**src/rtl/instr_fetch_pkg.sv**
```systemverilog
// Shared fetch/decode definitions: opcode encodings, default widths, opcode field
// position and the fetch FSM state type.
package instr_fetch_pkg;

  localparam int unsigned PC_W_DEF    = 8;
  localparam int unsigned INSTR_W_DEF = 16;

  localparam int unsigned OPC_MSB = 15;
  localparam int unsigned OPC_LSB = 12;
  localparam int unsigned OPC_W   = OPC_MSB - OPC_LSB + 1;

  typedef logic [OPC_W-1:0] opcode_t;

  localparam opcode_t OP_ADD  = 4'b0000;
  localparam opcode_t OP_SUB  = 4'b0001;
  localparam opcode_t OP_AND  = 4'b0010;
  localparam opcode_t OP_OR   = 4'b0011;
  localparam opcode_t OP_LD   = 4'b0100;
  localparam opcode_t OP_ST   = 4'b0101;
  localparam opcode_t OP_BEQ  = 4'b0110;
  localparam opcode_t OP_J    = 4'b0111;
  localparam opcode_t OP_HALT = 4'b1111;

  typedef enum logic {
    FETCH = 1'b0,
    HALT  = 1'b1
  } fetch_state_e;

endpackage

```
**src/rtl/fetch_skid_buf.sv**
```systemverilog
// One-entry skid buffer holding an instruction and its fetch address.
// Supports push-while-pop so a full buffer can refill on the cycle it drains.
module fetch_skid_buf #(
  parameter int unsigned DATA_W = 16,
  parameter int unsigned PC_W   = 8
) (
  input  logic              clk_i,
  input  logic              reset_i,
  input  logic              flush_i,
  input  logic              in_valid_i,
  output logic              in_ready_o,
  input  logic [DATA_W-1:0] in_data_i,
  input  logic [PC_W-1:0]   in_pc_i,
  output logic              out_valid_o,
  input  logic              out_ready_i,
  output logic [DATA_W-1:0] out_data_o,
  output logic [PC_W-1:0]   out_pc_o
);

  logic              valid_q, valid_d;
  logic [DATA_W-1:0] data_q, data_d;
  logic [PC_W-1:0]   pc_q, pc_d;

  assign in_ready_o  = !valid_q || out_ready_i;
  assign out_valid_o = valid_q;
  assign out_data_o  = data_q;
  assign out_pc_o    = pc_q;

  always_comb begin
    valid_d = valid_q;
    data_d  = data_q;
    pc_d    = pc_q;
    if (out_ready_i) valid_d = 1'b0;
    if (in_valid_i && in_ready_o) begin
      valid_d = 1'b1;
      data_d  = in_data_i;
      pc_d    = in_pc_i;
    end
    if (flush_i) valid_d = 1'b0;
  end

  always_ff @(posedge clk_i) begin
    if (reset_i) begin
      valid_q <= 1'b0;
      data_q  <= '0;
      pc_q    <= '0;
    end else begin
      valid_q <= valid_d;
      data_q  <= data_d;
      pc_q    <= pc_d;
    end
  end

endmodule

```
**src/rtl/instr_fetch.sv**
```systemverilog
// Instruction fetch stage: issues 1-cycle-latency memory reads, buffers responses in
// an output register plus a skid entry, and handles redirect and HALT.
module instr_fetch
  import instr_fetch_pkg::*;
#(
  parameter int unsigned PC_W    = PC_W_DEF,
  parameter int unsigned INSTR_W = INSTR_W_DEF
) (
  input  logic               clk,
  input  logic               reset,
  output logic               imem_en,
  output logic [PC_W-1:0]    imem_addr,
  input  logic [INSTR_W-1:0] imem_rdata,
  input  logic               redirect,
  input  logic [PC_W-1:0]    redirect_target,
  output logic               out_valid,
  input  logic               out_ready,
  output logic [INSTR_W-1:0] out_instr,
  output logic [3:0]         out_opcode,
  output logic [PC_W-1:0]    out_pc
);

  fetch_state_e       state_q, state_d;
  logic [PC_W-1:0]    pc_q, pc_d;
  logic               rsp_q, rsp_d;
  logic [PC_W-1:0]    rsp_pc_q, rsp_pc_d;
  logic               ov_q, ov_d;
  logic [INSTR_W-1:0] oi_q, oi_d;
  logic [PC_W-1:0]    opc_q, opc_d;

  logic               xfer, halt_xfer, out_free, room, issue;
  logic [1:0]         occ;
  logic               skid_push, skid_flush, skid_in_ready, skid_valid;
  logic [INSTR_W-1:0] skid_data;
  logic [PC_W-1:0]    skid_pc;

  assign xfer      = ov_q && out_ready;
  assign halt_xfer = xfer && (oi_q[OPC_MSB:OPC_LSB] == OP_HALT);
  assign out_free  = !ov_q || xfer;

  // Entries held after this edge; a new read is safe only if one slot stays free for it.
  assign occ   = 2'(ov_q) + 2'(skid_valid) + 2'(rsp_q) - 2'(xfer);
  assign room  = (occ < 2'd2);
  assign issue = !reset && (state_q == FETCH) && room && !redirect && !halt_xfer;

  assign skid_push  = rsp_q && !(out_free && !skid_valid);
  assign skid_flush = redirect || halt_xfer;

  assign imem_en    = issue;
  assign imem_addr  = reset ? '0 : pc_q;
  assign out_valid  = ov_q;
  assign out_instr  = oi_q;
  assign out_opcode = oi_q[OPC_MSB:OPC_LSB];
  assign out_pc     = opc_q;

  fetch_skid_buf #(
    .DATA_W (INSTR_W),
    .PC_W   (PC_W)
  ) u_skid (
    .clk_i       (clk),
    .reset_i     (reset),
    .flush_i     (skid_flush),
    .in_valid_i  (skid_push),
    .in_ready_o  (skid_in_ready),
    .in_data_i   (imem_rdata),
    .in_pc_i     (rsp_pc_q),
    .out_valid_o (skid_valid),
    .out_ready_i (xfer),
    .out_data_o  (skid_data),
    .out_pc_o    (skid_pc)
  );

  always_comb begin
    state_d  = state_q;
    pc_d     = pc_q;
    rsp_d    = 1'b0;
    rsp_pc_d = rsp_pc_q;
    ov_d     = ov_q;
    oi_d     = oi_q;
    opc_d    = opc_q;
    if (issue) begin
      pc_d     = pc_q + PC_W'(1);
      rsp_d    = 1'b1;
      rsp_pc_d = pc_q;
    end
    if (xfer) ov_d = 1'b0;
    if (xfer && skid_valid) begin
      ov_d  = 1'b1;
      oi_d  = skid_data;
      opc_d = skid_pc;
    end else if (rsp_q && out_free && !skid_valid) begin
      ov_d  = 1'b1;
      oi_d  = imem_rdata;
      opc_d = rsp_pc_q;
    end
    if (redirect) begin
      state_d = FETCH;
      pc_d    = redirect_target;
      ov_d    = 1'b0;
      rsp_d   = 1'b0;
    end else if (halt_xfer) begin
      state_d = HALT;
      ov_d    = 1'b0;
      rsp_d   = 1'b0;
    end
  end

  always_ff @(posedge clk) begin
    if (reset) begin
      state_q  <= FETCH;
      pc_q     <= '0;
      rsp_q    <= 1'b0;
      rsp_pc_q <= '0;
      ov_q     <= 1'b0;
      oi_q     <= '0;
      opc_q    <= '0;
    end else begin
      state_q  <= state_d;
      pc_q     <= pc_d;
      rsp_q    <= rsp_d;
      rsp_pc_q <= rsp_pc_d;
      ov_q     <= ov_d;
      oi_q     <= oi_d;
      opc_q    <= opc_d;
      assert (!skid_push || skid_in_ready);
    end
  end

endmodule

```
**config.mk**
```make
export PLATFORM = sky130hd
export DESIGN_NAME = instr_fetch
export DESIGN_NICKNAME = d
export VERILOG_FILES = /design/src/rtl/instr_fetch_pkg.sv /design/src/rtl/fetch_skid_buf.sv /design/src/rtl/instr_fetch.sv
export SDC_FILE = /design/constraint.sdc
export NUM_CORES = 1
export LEC_CHECK = 0
export CORE_MARGIN = 1.5
export CORE_UTILIZATION = 45
export DETAILED_ROUTE_END_ITERATION = 7
export GPL_ROUTABILITY_DRIVEN = 1
export HOLD_SLACK_MARGIN = 0.05
export PLACE_DENSITY = 0.83
export SYNTH_ARGS = -nofsm -noshare
export SYNTH_HDL_FRONTEND = slang
export SYNTH_HIERARCHICAL = 1
export SYNTH_SLANG_ARGS = --single-unit
```
**constraint.sdc**
```tcl
create_clock -name clk -period 3.6 [get_ports clk]
set_input_delay 1.08 -clock clk [delete_from_list [all_inputs] [get_ports clk]]
set_output_delay 1.08 -clock clk [all_outputs]
set_load 0.02 [all_outputs]
```
==> metrics.txt, run 1 <==
endpoints failing hold 0; Core Region about 6900 sq um; Area growth syn-to-layout 29.7%; I/O Pins 66; crit-path most repeated cell ha_4; Synth cell types 44; area of the multi-input gates roughly 1700 sq um; Rel. slew slack a little over half; worst path bufs/invs 4; Arrival @ worst endpoint between 2 and 2.5 ns; ANT cells 0; Syn Nets between 300 and 400; grt total ovfl 0; simple-gate share of the synthesized area 16.6%; fin crit period about 3.6 ns; layout cells sized above 1 between 15 and 20%; Routed Antenna Nets 0; Finish-stage setup viols 0; Startpoint Class input pin; Lkg Pwr ~1.7 nW; clk_lat worst skew roughly 0.34 ns; status completed; mux contribution to synthesized area between 10% and 20%; Synth Register Bits 68; post-DP HPWL around 5000 microns; ys async rst share 0%; gr usage total between 20% and 30%; dpl cell area between 4000 and 5000 sq um; Top delay family on crit path adder cells; unrepaired setup endpoints after global routing false; Fin Setup TNS 0 ns; endpoint class of the critical path primary output; H-tree depth 3; slowest cell delay on critical path roughly 0.24 ns; max cap viols 0; vias in the first global route between 2000 and 3000; CTS Sinks a little under 70; Compound-Gate Fraction of Synth Area a little over a fifth; netlist area before placement ~3300 sq um; die height between 80 and 90 microns; post-route cell area about 4300 sq um; Ys Warns 6; Pre-antenna DRT Iters 4; Peak VDD IR ~0.23 mV; vias between 2000 and 3000; number of synthesized flops with an enable pin 0; Site Rows 30; Layout fillers approximately 600; final wirelength approximately 7400 microns; Critical Path RT 2.52 ns; Hold Crit Class reg -> reg; adder-cell share of the synthesized area 1.14%; Die Wd roughly 90 microns; Starting Density approximately 48%; pin count of the biggest net entering global routing around 70; cell taking the most area after synthesis dfxtp_1; Worst Path Max Fanout 2; clk buf depth 2; post-synthesis sequential area ratio around two fifths; clock slew at reported path FFs about 0.070 ns; WL/cell around 15 microns; largest family of logic cells by synthesized area compound AO/OA/AOI/OAI gates; number of remaining DRC errors 0; fmax 0.281 GHz; slowest CP cell ha_4; Final nets 440; XOR/XNOR Fraction of Synth Area 1.30%; clock share of power roughly 36%; Layout Skew 0.00494 ns; Comb power frac 14.8%; CP Class in -> out; vias per inst around 5.3; Area contributors post-synth dfxtp_1, mux2i_1, a211oi_1, nor2_1, a21bo_1; sequential power share approximately 49%; Switching Share 25.4%; initial antenna violation count 0; top-count cell post-synth dfxtp_1; I/O Buffers 65; Final Max Tran Viols 0; post-synth top area share between 40% and 50%; Internal approximately 0.0012 W; Final Cycle Share between 90% and 100%; Routability Congestion around 0.81; first-pass GRT wire length 12000 microns; FF+latch area between 1000 and 1500 sq um; net load switching power 0.000417 W; Mapped Avg Cell Area 9.46 sq um; CTS Buf Count 9; worst slew pin tran about 0.7 ns; power per cell area ~390 nW/um^2; CP cell instances buf_2, nand2_8, inv_6, ha_4, inv_2, ha_4, a21oi_4, xnor2_2, nor3_4, buf_6; Iter 0 DRT Violations 139; root buffer cell clkbuf_8; Main synth FF type dfxtp_1; post-synthesis cell count 347; top post-synthesis cells by count dfxtp_1, nor2_1, mux2i_1; die area 7810 sq um; CTS tree yes
registers in the layout, summed over array words and instances (netlist names):
| register | flops |
|---|---|
| rsp_q | 1 |
| state_q | 1 |
| pc_q | 8 |
| out_instr | 16 |
| u_skid/out_pc_o | 8 |
| u_skid/out_valid_o | 1 |
| rsp_pc_q | 8 |
| out_valid | 1 |
| out_pc | 8 |
| u_skid/out_data_o | 16 |
area by class of cell:
type | count | share of cell area, %
multi-input combinational | 237 | 40.9
sequential | 68 | 32.0
timing repair buffer | 83 | 18.8
clock buffer | 14 | 4.29
tap | 96 | 2.82
inverter | 10 | 0.999
clock inverter | 1 | 0.118
per-stage QoR:
step	worst slack [ns]	hold slack [ns]	instances	utilization, %	total power, W
floorplan	0.00478	0.448	347	-	0.000959
global placement	-0.827	0.459	493	58.8	0.00106
detailed placement	-0.898	0.473	493	58.8	0.00107
CTS	0.00299	0.482	508	61.6	0.00166
global route	0.00459	0.505	509	61.6	0.00172
finish	0.0475	0.480	509	61.6	0.00164
worst min-delay path: cells and delay by family (launching register included):
family           cells  cell delay, ns
flip-flops           1            0.31
AO/OA/AOI/OAI        1            0.06
AND/OR/NAND/NOR      1            0.06
power by group through the flow:
| stage | registers [W] | logic (W) | clock network [W] |
|---|---|---|---|
| floorplan | 0.000843 | 0.000116 | 0 |
| global placement | 0.000824 | 0.000239 | 0 |
| detailed placement | 0.000825 | 0.000244 | 0 |
| CTS | 0.000808 | 0.000246 | 0.000608 |
| global route | 0.000812 | 0.000264 | 0.000641 |
| finish | 0.000808 | 0.000244 | 0.000592 |
path summary, 6_finish.rpt:
check / start / to / slack [ns] / cells after the start
setup / recovery: out_ready / imem_en / 0.05 / 10
hold / removal: u_skid/out_data_o[12]$_SDFFE_PP0P_ / u_skid/out_data_o[12]$_SDFFE_PP0P_ / 0.48 / 2
setup reg to reg: out_valid$_SDFFE_PP0P_ / pc_q[4]$_SDFFE_PP0P_ / 1.12 / 11
hold reg to reg: u_skid/out_data_o[12]$_SDFFE_PP0P_ / u_skid/out_data_o[12]$_SDFFE_PP0P_ / 0.48 / 2
per-layer routing:
layer,vias up,global-route usage [%],part of all wire [%]
li1,1352,-,-
met1,1301,24.7,45
met2,57,34.0,50
met3,6,6.25,3.9
met4,0,6.11,0.94
met5,-,0,0
kinds of logic after synthesis:
| kind of cell | Yosys count |
|---|---|
| and+or+nand+nor | 104 |
| adders and majority gates | 3 |
| muxes | 33 |
| AOI/OAI and AO/OA | 93 |
| DFF | 68 |
| buffers and inverters | 42 |
| xor gates and xnor gates | 4 |
cell usage in the layout, fill, tap and decap left out, drive strengths merged, types with 2 or more instances in the layout:
| cell type | synthesis | routed |
|---|---|---|
| a22oi | 2 | 2 |
| nand4b | 6 | 6 |
| xor2 | 3 | 3 |
| a211oi | 25 | 25 |
| nor2b | 7 | 7 |
| o21ai | 12 | 12 |
| nand2b | 9 | 9 |
| buf | 23 | 21 |
| nor4 | 2 | 2 |
| clkdlybuf4s50 | 0 | 62 |
| nand2 | 6 | 6 |
| nor2 | 40 | 40 |
| a21oi | 28 | 28 |
| and3 | 2 | 2 |
| mux2 | 2 | 2 |
| nor3 | 4 | 4 |
| a21bo | 18 | 18 |
| ha | 3 | 3 |
| dfxtp | 68 | 68 |
| mux2i | 31 | 31 |
| a32oi | 3 | 3 |
| or2 | 3 | 3 |
| inv | 10 | 10 |
| clkbuf | 9 | 14 |
| nand3 | 21 | 21 |
| o21a | 3 | 3 |
repair_timing:
item | in CTS | in global routing
setup buffers | 0 | 1
hold buffers | 0 | 0
pin swaps | 2 | 2
endpoints found under the setup margin | 1 | 1
resized for setup | 10 | 1
Power figures use the tool's default switching activity.
==> run 2, diff against run 1 <==
--- a/config.mk
+++ b/config.mk
@@ -5,6 +5,7 @@
 export SDC_FILE = /design/constraint.sdc
 export NUM_CORES = 1
 export LEC_CHECK = 0
+export CAP_MARGIN = 40
 export CORE_MARGIN = 1.5
 export CORE_UTILIZATION = 45
 export DETAILED_ROUTE_END_ITERATION = 7
==> results of run 2 <==
Final layout, timing and power as in run 1 (identical DEF).
==> run 3, diff against run 2 <==
--- a/config.mk
+++ b/config.mk
@@ -10,6 +10,7 @@
 export CORE_UTILIZATION = 45
 export DETAILED_ROUTE_END_ITERATION = 7
 export GPL_ROUTABILITY_DRIVEN = 1
+export GPL_TIMING_DRIVEN = 1
 export HOLD_SLACK_MARGIN = 0.05
 export PLACE_DENSITY = 0.83
 export SYNTH_ARGS = -nofsm -noshare
==> results of run 3 <==
Final layout, timing and power as in run 1 (identical DEF).
